==> config.mk <==
export PLATFORM = sky130hd
export DESIGN_NAME = pipeline_stall_controller
export DESIGN_NICKNAME = d
export VERILOG_FILES = /design/src/rtl/pipeline_stall_controller.sv
export SDC_FILE = /design/constraint.sdc
export NUM_CORES = 1
export LEC_CHECK = 0
export CAP_MARGIN = 20
export CORE_MARGIN = 1
export CORE_UTILIZATION = 40
export DETAILED_ROUTE_END_ITERATION = 10
export PLACE_DENSITY = 0.83
export SLEW_MARGIN = 15
export SYNTH_ARGS = -nofsm -noshare
export SYNTH_HDL_FRONTEND = slang
export SYNTH_SLANG_ARGS = --single-unit
==> constraint.sdc <==
create_clock -name clk -period 1.85 [get_ports clk]
set_clock_uncertainty 0.05 [all_clocks]
set_input_delay 0.2775 -clock clk [delete_from_list [all_inputs] [get_ports clk]]
set_output_delay 0.2775 -clock clk [all_outputs]
set_load 0.01 [all_outputs]
==> src/rtl/pipeline_stall_controller.sv <==
// ---------------------------------------------------------------------------
// pipeline_stall_controller
//
// Sequencing controller for the 5-stage pipeline front end. It merges the
// load-use stall request, taken-branch flushes from EX and the multi-cycle
// mult/div handshake into one set of PC / IF_ID / ID_EX controls.
//
// Optional feature: define STALL_STATS_EN to compile in the saturating
// Stall_Count statistics counter. Without it Stall_Count is tied to zero and
// all other behaviour is identical.
//
// Parameters
//   MD_TIMEOUT  max MD_WAIT cycles before the mult/div is abandoned (>= 2)
//   CNT_W       width of the stall statistics counter
//
// Ports
//   clk              in   rising-edge clock
//   rst_n            in   asynchronous active-low reset
//   Load_Use_Hazard  in   stall request from hazard detection
//   Branch_Taken     in   branch/jump in EX resolved taken
//   MulDiv_ID        in   instruction in ID is mult/div
//   MulDiv_Done      in   mult/div result ready (pulse or level)
//   PC_Write         out  PC register enable (combinational)
//   IF_ID_Write      out  IF_ID register enable (combinational)
//   IF_ID_Flush      out  clear IF_ID to NOP (combinational)
//   ID_EX_Flush      out  insert bubble into ID_EX (combinational)
//   MulDiv_Start     out  registered one-cycle start pulse
//   Busy             out  registered, high whenever not in RUN
//   Timeout_Err      out  sticky mult/div timeout flag, cleared by reset only
//   Stall_Count      out  saturating count of cycles with PC_Write = 0
// ---------------------------------------------------------------------------
module pipeline_stall_controller #(
  parameter int MD_TIMEOUT = 64,
  parameter int CNT_W      = 16
) (
  input  logic             clk,
  input  logic             rst_n,
  input  logic             Load_Use_Hazard,
  input  logic             Branch_Taken,
  input  logic             MulDiv_ID,
  input  logic             MulDiv_Done,
  output logic             PC_Write,
  output logic             IF_ID_Write,
  output logic             IF_ID_Flush,
  output logic             ID_EX_Flush,
  output logic             MulDiv_Start,
  output logic             Busy,
  output logic             Timeout_Err,
  output logic [CNT_W-1:0] Stall_Count
);

  localparam int WCW = (MD_TIMEOUT > 2) ? $clog2(MD_TIMEOUT) : 1;
  localparam logic [WCW-1:0] WAIT_LAST = WCW'(MD_TIMEOUT - 1);

  typedef enum logic [1:0] {
    S_RUN        = 2'd0,
    S_MD_ISSUE   = 2'd1,
    S_MD_WAIT    = 2'd2,
    S_MD_RELEASE = 2'd3
  } state_t;

  state_t         r_state;
  logic           r_start;
  logic           r_busy;
  logic           r_timeout;
  logic [WCW-1:0] r_wait_cnt;

  logic w_pc_write;
  logic w_if_id_write;
  logic w_if_id_flush;
  logic w_id_ex_flush;
  logic w_md_detect;
  logic w_wait_last;

  assign w_wait_last = (r_wait_cnt == WAIT_LAST);

  // Combinational front-end controls (zero latency from state and inputs).
  // While rst_n is low the front end is released regardless of the inputs.
  always_comb begin
    w_pc_write    = 1'b1;
    w_if_id_write = 1'b1;
    w_if_id_flush = 1'b0;
    w_id_ex_flush = 1'b0;
    w_md_detect   = 1'b0;
    if (rst_n) begin
      case (r_state)
        S_RUN: begin
          if (Branch_Taken) begin
            // Taken branch wins: squash both younger instructions, keep fetching.
            w_if_id_flush = 1'b1;
            w_id_ex_flush = 1'b1;
          end else if (Load_Use_Hazard) begin
            w_pc_write    = 1'b0;
            w_if_id_write = 1'b0;
            w_id_ex_flush = 1'b1;
          end else if (MulDiv_ID) begin
            w_pc_write    = 1'b0;
            w_if_id_write = 1'b0;
            w_id_ex_flush = 1'b1;
            w_md_detect   = 1'b1;
          end
        end
        S_MD_ISSUE, S_MD_WAIT: begin
          w_pc_write    = 1'b0;
          w_if_id_write = 1'b0;
          w_id_ex_flush = 1'b1;
        end
        // Release lets the mult/div in ID advance to EX; hazards are not
        // re-evaluated in this cycle.
        S_MD_RELEASE: begin
          w_pc_write    = 1'b1;
          w_if_id_write = 1'b1;
        end
        default: begin
          w_pc_write    = 1'b1;
          w_if_id_write = 1'b1;
        end
      endcase
    end
  end

  // Sequencing FSM with registered Start / Busy / Timeout_Err.
  always_ff @(posedge clk or negedge rst_n) begin
    if (!rst_n) begin
      r_state    <= S_RUN;
      r_start    <= 1'b0;
      r_busy     <= 1'b0;
      r_timeout  <= 1'b0;
      r_wait_cnt <= '0;
    end else begin
      r_start <= 1'b0;
      case (r_state)
        S_RUN: begin
          if (w_md_detect) begin
            r_state    <= S_MD_ISSUE;
            r_start    <= 1'b1;
            r_busy     <= 1'b1;
            r_wait_cnt <= '0;
          end
        end
        S_MD_ISSUE: begin
          r_state    <= S_MD_WAIT;
          r_wait_cnt <= '0;
        end
        S_MD_WAIT: begin
          r_wait_cnt <= r_wait_cnt + WCW'(1);
          if (MulDiv_Done) begin
            // Done on the final allowed cycle still counts as a normal completion.
            r_state <= S_MD_RELEASE;
          end else if (w_wait_last) begin
            r_timeout <= 1'b1;
            r_state   <= S_MD_RELEASE;
          end
        end
        S_MD_RELEASE: begin
          r_state <= S_RUN;
          r_busy  <= 1'b0;
        end
        default: begin
          r_state <= S_RUN;
          r_busy  <= 1'b0;
        end
      endcase
    end
  end

`ifdef STALL_STATS_EN
  logic [CNT_W-1:0] r_stall_cnt;

  function automatic logic [CNT_W-1:0] sat_inc(input logic [CNT_W-1:0] v);
    return (&v) ? v : v + CNT_W'(1);
  endfunction

  // Counts every cycle in which the PC is held.
  always_ff @(posedge clk or negedge rst_n) begin
    if (!rst_n) begin
      r_stall_cnt <= '0;
    end else if (!w_pc_write) begin
      r_stall_cnt <= sat_inc(r_stall_cnt);
    end
  end

  assign Stall_Count = r_stall_cnt;
`else
  assign Stall_Count = '0;
`endif

  assign PC_Write     = w_pc_write;
  assign IF_ID_Write  = w_if_id_write;
  assign IF_ID_Flush  = w_if_id_flush;
  assign ID_EX_Flush  = w_id_ex_flush;
  assign MulDiv_Start = r_start;
  assign Busy         = r_busy;
  assign Timeout_Err  = r_timeout;

endmodule

==> metrics.md <==
| Metric | Value |
|---|---|
| Outcome | complete, no violations |
| I/O Buffers | 12 |
| DRT antenna net count | 0 |
| FILL cells | about 180 |
| Met1 WL | slightly above 800 µm |
| GP Congestion | approximately 0.86 |
| Setup crit start | r_state[1] |
| Worst slack, placed | -0.156 ns |
| Mapped Cells | 93 |
| Vias per Instance | just over 5 |
| Post-CTS setup buffer count | 0 |
| Core area | between 1500 and 2000 µm² |
| Metal2 WL | around 900 µm |
| Worst R2R Setup Slack | between 0.1 and 0.15 ns |
| Metal3 WL | between 80 and 90 µm |
| CP required | between 1.5 and 2 ns |
| R2r worst-path depth | 5 |
| TritonCTS clock tree | built |
| Seq cells post-synth | 11 |
| PD cells | 1270 nW/µm² |
| Cell Area, Synth | ~840 µm² |
| Main synth FF type | dfrtp_1 |
| Initial DRT Pass Iterations | 4 |
| Critical path endpoint | ID_EX_Flush |
| Final setup TNS | 0 ns |
| Global route overflow | 0 |
| RSZ-0062 raised after global routing | yes |
| Uppermost layer routed | met4 |
| Final WS setup | 0.0200 ns |
| Layout cells sized above 1 | 18.1% |
| Final net count | 128 |
| Area grow syn2layout | 22.9% |
| YS warnings | 0 |
| Final setup vio count | 0 |
| Die X | between 40 and 50 µm |
| Die Area | between 2000 and 2500 µm² |
| LEAKAGE | 0.480 nW |
| Worst-path clk slew | 0.07 ns |
| Ant diodes | 0 |
| Initial core utilization | a little over two fifths |
| Commonest non-fill, non-tap cell in the layout | conb_1 |
| Drt drc | 0 |
| Cts bufs inserted | 3 |
| Max Cap Viol | 0 |
| Crit start category | flop |
| Antenna violations before repair | 0 |
| Via count | 741 |
| CTS Sinks | 11 |
| Vias in the first global route | roughly 670 |
| Fin crit period | roughly 1.8 ns |
| VDD IR-drop max | about 0.0011 V |
| Netlist cell types | 33 |
| Reg area | ~280 µm² |
| Max Fclk | about 550 MHz |
| Tcrit/Tclk final | a little under 100% |
| Avg Cell Area, Syn | slightly above 9 µm² |
| Cell row count | 16 |
| Worst Path Max Fanout | 5 |
| Drt wl/cell | between 10 and 15 µm |
| Post-synth EDFFs | 0 |
| CTS root buf | clkbuf_4 |
| Hpwl dp | roughly 1.4 mm |
| Worst Hold Class | input pin to asynchronous set/reset pin |
| Skew-Pair Late Insertion Delay | ~0.27 ns |
| Most frequent cells in the layout | 16 x conb_1, 12 x buf_4, 11 x dfrtp_1, 8 x clkdlybuf4s50_1 |
| Pin count of the biggest net entering global routing | 12 |
| Critical R2R Capture | r_wait_cnt[5] |
| Post-synthesis sequential area ratio | between 30% and 40% |
| Worst Path Arrival | about 1.5 ns |
| Async S/R FF share, synth | 100% |
| H-tree depth | 1 |
| Die H | around 48 µm |
| Drt initial violations | 23 |
| Multi-input logic area | around 460 µm² |
| GRT Util Overall | slightly below 20% |
| Wirelength, routed | between 1.5 and 2 mm |
| Endpoints failing hold | 0 |
| RR Startpoint | r_state[0] |
| First-pass GRT wire length | 3.01 mm |
| Pins Over Slew Limit | 0 |
| CP Class | flop to output port |
| Clk buf depth | 2 |
| IO Pins | 29 |
| CP Capture Type | output port |
## per-layer routing
layer / vias up / track usage [%]
met3: 6 / 2.64
li1: 348 / -
met1: 351 / 24.4
met4: 0 / 12.2
met2: 36 / 31.4
met5: - / 0
## registers in the layout (all words and copies together), names as in the netlist
register,cells
r_wait_cnt,6
MulDiv_Start,1
r_state,2
Timeout_Err,1
Busy,1
## worst max-delay path, cell delays in order (launching register included)
cell           delay [ns]
dfrtp_1              0.41
inv_2                0.07
ha_4                 0.18
inv_2                0.06
nor2_1               0.04
o211a_1              0.20
dlygate4sd2_1        0.28
## Yosys cell counts, drive strengths merged (2+ instances only)
master	count	area, µm²
nor3	2	10.0
nand3	3	15.0
dfrtp	11	275
buf	19	138
nand2	5	18.8
ha	5	62.6
o211ai	6	45.0
o22ai	2	12.5
o21ai	3	15.0
mux2i	3	30.0
and3	2	12.5
nand2b	2	12.5
inv	9	33.8
a221oi	2	17.5
nor2	3	11.3
a211oi	2	15.0
## worst min path at each step
stage / from / end / cells past startpoint
2_1_floorplan: rst_n / Busy / 0
3_3_place_gp: Timeout_Err / Timeout_Err / 1
3_5_place_dp: Timeout_Err / Timeout_Err / 1
4_1_cts: rst_n / Timeout_Err / 2
5_1_grt: Timeout_Err / Timeout_Err / 1
6_report: rst_n / Timeout_Err / 2
## repair_timing
item                                    CTS  global route
endpoints found under the setup margin    4             3
hold endpoints to repair                  0             0
hold buffers                              0             0
gates resized for setup                   7             0
## kinds of logic (layout without fill, tap and decap cells)
| logic type | after synthesis | after routing | synth area share, % |
|---|---|---|---|
| buffers and inverters | 29 | 37 | 20.8 |
| AO/OA/AOI/OAI | 23 | 23 | 20.7 |
| AND/OR/NAND/NOR | 21 | 21 | 14.4 |
| flip-flops | 11 | 11 | 32.7 |
| adder cells (fa/ha/maj) | 5 | 5 | 7.43 |
| multiplexers | 3 | 3 | 3.57 |
| other | 1 | 16 | 0.445 |
## metrics by stage
| step | cells | hold slack [ns] | cell area (µm²) | utilization (%) | power [W] |
|---|---|---|---|---|---|
| after floorplan | 108 | -0.0681 | 898 | - | 0.000798 |
| after global placement | 139 | 0.412 | 1000 | 51.0 | 0.00109 |
| after detailed placement | 139 | 0.419 | 1000 | 51.0 | 0.00110 |
| after CTS | 143 | 0.422 | 1030 | 52.7 | 0.00131 |
| after global routing | 143 | 0.451 | 1030 | 52.7 | 0.00141 |
| final | 143 | 0.435 | 1030 | 52.7 | 0.00132 |
## power by group
group / internal, W / switching [W]
clock: 0.0000836 / 0.0000853
sequential: 0.000294 / 0.0000399
combinational: 0.000399 / 0.000413
## layout make-up
type | count | area share (%)
Clock buffer | 4 | 2.54
Timing Repair Buffer | 24 | 19.8
Tap cell | 27 | 3.26
Sequential cell | 11 | 26.6
Inverter | 9 | 3.26
Multi-Input combinational cell | 68 | 44.5
No activity file was read; power rests on OpenSTA's default activity.
